### src/rtl/mux4_rr_arbiter_if.sv
// Request/grant/select bundle between requesters and the arbiter.
// The arbiter side uses master and the requester side uses slave.
interface mux4_rr_arbiter_if;
  logic [3:0] req;
  logic [3:0] grant;
  logic       s1;
  logic       s2;
  logic       busy;

  modport master (
    input  req,
    output grant,
    output s1,
    output s2,
    output busy
  );

  modport slave (
    output req,
    input  grant,
    input  s1,
    input  s2,
    input  busy
  );
endinterface

### src/rtl/mux4_rr_arbiter.sv
// Round-robin grant sequencer in front of a 4:1 mux select.
// Each grant is bounded by HOLD_MAX and followed by one idle cycle.
module mux4_rr_arbiter #(
  parameter int HOLD_MAX = 4
) (
  input logic              clk,
  input logic              rst_n,
  mux4_rr_arbiter_if.master bus
);
  localparam int CW = $clog2(HOLD_MAX + 1);
  localparam logic [CW-1:0] LP_LAST = CW'(HOLD_MAX - 1);

  typedef enum logic {
    IDLE,
    BUSY
  } state_t;

  state_t        r_state;
  state_t        w_state_nxt;
  logic [1:0]    r_ptr;
  logic [1:0]    w_ptr_nxt;
  logic [1:0]    r_sel;
  logic [1:0]    w_sel_nxt;
  logic [CW-1:0] r_cnt;
  logic [CW-1:0] w_cnt_nxt;
  logic [1:0]    w_win;
  logic [1:0]    w_idx;
  logic          w_release;
  logic [3:0]    w_grant;

  // Winner search starts just after ptr; ptr itself is tried last.
  always_comb begin
    w_win = r_ptr;
    w_idx = r_ptr;
    for (int k = 4; k >= 1; k--) begin
      w_idx = r_ptr + 2'(k);
      if (bus.req[w_idx]) begin
        w_win = w_idx;
      end
    end
  end

  assign w_release = !bus.req[r_ptr] || (r_cnt == LP_LAST);

  // Next-state logic for grant sequencing and hold counting.
  always_comb begin
    w_state_nxt = r_state;
    w_ptr_nxt   = r_ptr;
    w_sel_nxt   = r_sel;
    w_cnt_nxt   = r_cnt;
    unique case (r_state)
      IDLE: begin
        if (|bus.req) begin
          w_state_nxt = BUSY;
          w_ptr_nxt   = w_win;
          w_sel_nxt   = w_win;
          w_cnt_nxt   = '0;
        end
      end
      BUSY: begin
        if (w_release) begin
          w_state_nxt = IDLE;
        end else begin
          w_cnt_nxt = r_cnt + 1'b1;
        end
      end
      default: begin
        w_state_nxt = IDLE;
      end
    endcase
  end

  // State, pointer, select and hold counter registers.
  always_ff @(posedge clk or negedge rst_n) begin
    if (!rst_n) begin
      r_state <= IDLE;
      r_ptr   <= 2'd3;
      r_sel   <= 2'd0;
      r_cnt   <= '0;
    end else begin
      r_state <= w_state_nxt;
      r_ptr   <= w_ptr_nxt;
      r_sel   <= w_sel_nxt;
      r_cnt   <= w_cnt_nxt;
    end
  end

  // Grant is decoded from state so it clears with reset at once.
  always_comb begin
    w_grant = 4'b0000;
    if (r_state == BUSY) begin
      w_grant[r_ptr] = 1'b1;
    end
  end

  assign bus.grant = w_grant;
  assign bus.busy  = (r_state == BUSY);
  assign bus.s1    = r_sel[1];
  assign bus.s2    = r_sel[0];
endmodule

### src/flat_wrapper.sv
// flat-port wrapper written by rule: the top's interface ports become plain ports
module mux4_rr_arbiter_flat 
#(
  parameter int HOLD_MAX = 4
)
  (clk, rst_n, bus_req, bus_grant, bus_s1, bus_s2, bus_busy);
  mux4_rr_arbiter_if bus_i ();
  input logic clk;
  input logic rst_n;
  input wire logic [$bits(bus_i.req)-1:0] bus_req;
  output wire logic [$bits(bus_i.grant)-1:0] bus_grant;
  output wire logic [$bits(bus_i.s1)-1:0] bus_s1;
  output wire logic [$bits(bus_i.s2)-1:0] bus_s2;
  output wire logic [$bits(bus_i.busy)-1:0] bus_busy;
  assign bus_i.req = bus_req;
  assign bus_grant = bus_i.grant;
  assign bus_s1 = bus_i.s1;
  assign bus_s2 = bus_i.s2;
  assign bus_busy = bus_i.busy;
  mux4_rr_arbiter #(.HOLD_MAX(HOLD_MAX)) u_core (.clk(clk), .rst_n(rst_n), .bus(bus_i));
endmodule
### config.mk
export PLATFORM = sky130hd
export DESIGN_NAME = mux4_rr_arbiter_flat
export DESIGN_NICKNAME = d
export VERILOG_FILES = /design/src/rtl/mux4_rr_arbiter_if.sv /design/src/rtl/mux4_rr_arbiter.sv /design/src/flat_wrapper.sv
export SDC_FILE = /design/constraint.sdc
export NUM_CORES = 1
export LEC_CHECK = 0
export BUFFER_PORTS_ARGS = -buffer_cell sky130_fd_sc_hd__buf_2
export CORE_MARGIN = 1.5
export CORE_UTILIZATION = 50
export CTS_CLUSTER_DIAMETER = 150
export CTS_CLUSTER_SIZE = 24
export DETAILED_ROUTE_END_ITERATION = 16
export HOLD_SLACK_MARGIN = 0.1
export PLACE_DENSITY = 0.73
export SYNTH_ARGS = -nofsm -noshare
export SYNTH_HDL_FRONTEND = slang
export SYNTH_SLANG_ARGS = --single-unit
export TNS_END_PERCENT = 100
### constraint.sdc
create_clock -name clk -period 4.89 [get_ports clk]
set_input_delay 1.467 -clock clk [delete_from_list [all_inputs] [get_ports clk]]
set_output_delay 1.467 -clock clk [all_outputs]
set_load 0.1 [all_outputs]
==> flow_summary.yaml <==
grt:
  use_met3: 0.0667
  globalRouteTotalUtil: 0.191
  grt_pass1_wl_um: 2050
  grt.busiest_layer: "met2"
  grt_max_degree: 13
  grt_overflow: 0
  met2_usage: 0.274
  antenna_found_initial: 0
  first_global_vias: 467
  grt_use_met1: 0.271
sta:
  relSlewSlack: 0.676
  fin_crit_ps: 3170
  report.final.slew_viol_count: 0
  skew_ps: 0.989
  period_share: 0.648
  holdWs_ps: 489
  hold_viol_final: 0
  setup_violations: 0
  rsz0062_at_grt: "false"
  worstMarginPinSlew_ps: 490
  max_clock_freq_mhz: 315
  setup_tns_ps: 0
synth:
  async_flop_share: 1.00
  syn_area_per_cell_um2: 9.43
  synth_compound_area_frac: 0.182
  synthSimpleGateAreaFrac: 0.195
  ys_ff_latch: 8
  synth_nets: 87
  synth_area_um2: 707
  ys_dominant_reg_cell: "dfrtp_1"
  synthMuxAreaShare: 0.149
  synthAdderAreaFrac: 0.106
  yosys_warnings: 0
  synth_top_family_by_area: "simple AND/OR/NAND/NOR gates"
  synth-xor-area-share: 0
  synthCells: 75
  yosysSeqAreaShare: 0.287
  ys_types: 34
  synth_edf_count: 0
cts:
  cts_buffer_depth: 2
  h-tree-depth: 1
  cts_root_buffer: "clkbuf_4"
  clk_pin_slew_ps: 50
  cts_setup_buffers: 0
  holdBufCountCts: 0
  cts_num_sinks: 8
  cts_tree: "built"
  numCtsBuffers: 3
  clk_latency_ps: 250
  cts_resized: 0
detailed_routing:
  vias: 579
  drtIter0Drc: 13
  wl_um: 1300
  dr.pass1.iters: 4
  final_antenna_net_count: 0
  vias_per_cell: 5.79
  route.detailed.drc: 0
  post_drt_wl_per_cell_um: 13.0
run_status:
  status: "complete, no violations"
critical_path:
  reg2reg_depth: 6
  r2r_setup_slack_ps: 2910
  r2r-start: "u_core.r_ptr[0]"
  cp-endpoint: "bus_grant[2]"
  arrival_ps: 1700
  critPathRequiredTime_ps: 3420
  worstSetupEndpointType: "output pin"
  setup.worst_path.start_class: "flop"
  crit_chain: "inv_1 > ha_1 > and2_1 > buf_2"
  cp-startpoint: "u_core.r_ptr[0]"
  cpPeakStageDelay_ps: 650
  crit_slowest_cell: "dfstp_2"
  crit_fanout: 11
  critPathKind: "flop to output pin"
  r2r_end: "u_core.r_sel[0]"
layout:
  nets: 98
  syn2layout_area_growth_pct: 8.85
  fill_cells: 118
  drive_above_1_share: 0.271
  diodes: 0
floorplan:
  initial_utilization: 0.537
  die_h_um: 40.6
  rows: 13
  ioPinCount: 13
  core_region_area_mm2: 0.00132
  die_x_um: 40.6
  dieArea_mm2: 0.00165
placed_design:
  dpl.hpwl_um: 948
  gp_congestion: 0.822
  io_buffer_count: 12
hold_path:
  min-delay-start: "u_core.r_sel[1]"
  hp-class: "flop to flop"
job:
  max_cap_violations: 0
==> layout make-up <==
type | count | area [µm²] | share of cell area
timing repair buffer | 12 | 60.1 | 0.0780
multi-input combinational | 57 | 447 | 0.580
tap | 15 | 18.8 | 0.0244
sequential | 8 | 203 | 0.263
clock buffer | 4 | 26.3 | 0.0341
inverter | 4 | 15.0 | 0.0195
==> sequential cells by signal, indices dropped and copies added, names as in the netlist <==
signal and cells:
u_core.r_sel 2, u_core.bus.busy 1, u_core.r_cnt 3, u_core.r_ptr 2
==> cells in the mapped netlist (2+ instances only) <==
cell type  number  area share
a21boi_0        2       0.021
a21oi_1         6       0.042
and2_1          4       0.035
buf_6           2       0.032
clkbuf_1        2       0.011
dfrtp_1         6        0.21
dfstp_2         2       0.074
ha_1            6        0.11
inv_1           4       0.021
mux2i_1         3       0.042
nand2_1         3       0.016
nand3_1         3       0.021
nor2_1          6       0.032
o21ai_0         6       0.042
==> cell families after synthesis <==
| kind of cell | Yosys count |
|---|---|
| buffers and inverters | 10 |
| adders and majority gates | 6 |
| muxes | 7 |
| DFF | 8 |
| and+or+nand+nor | 24 |
| AOI/OAI and AO/OA | 20 |
==> metrics by stage <==
step	worst slack [ps]	utilization	instances	cell area (µm²)
after CTS	1700	0.584	100	769
after global routing	1610	0.584	100	769
final	1720	0.584	100	769
after detailed placement	1990	0.564	96	743
after global placement	1980	0.564	96	743
after floorplan	1380	-	75	707
==> worst max-delay path, delay by kind of cell (launching register included) <==
| kind | cells | cell delay, ps |
|---|---|---|
| simple gates | 1 | 140 |
| buf+inv | 2 | 430 |
| fa+ha+maj | 1 | 220 |
| flops | 1 | 650 |
==> layout by cell type (no fill, tap or decap), types with 2 or more instances in the layout <==
cell type and instances:
clkbuf_4 3, nand3_1 3, inv_1 4, and2_1 4, nor2_1 6, nand2_1 3, a21boi_0 2, mux2i_1 3
buf_2 12, dfrtp_1 6, a21oi_1 6, ha_1 6, o21ai_0 6, dfstp_2 2
==> metal layers <==
metal | up-vias | routed length, µm
li1 | 286 | -
met1 | 272 | 625
met4 | 0 | 5
met3 | 2 | 68
met5 | - | 0
met2 | 19 | 599
==> how the worst min path moves through the flow <==
stage | end | slack, ps | cells after the start
2_1_floorplan | u_core.r_cnt[0] | 470 | 1
3_3_place_gp | u_core.r_sel[1] | 480 | 1
3_5_place_dp | u_core.r_sel[1] | 480 | 1
4_1_cts | u_core.r_sel[1] | 500 | 1
6_report | u_core.r_sel[1] | 490 | 1
5_1_grt | u_core.r_sel[1] | 520 | 1
Power is left out: the tool's default activity adds up to more than one toggle a clock period on the data nets, which glitch-free logic cannot reach.
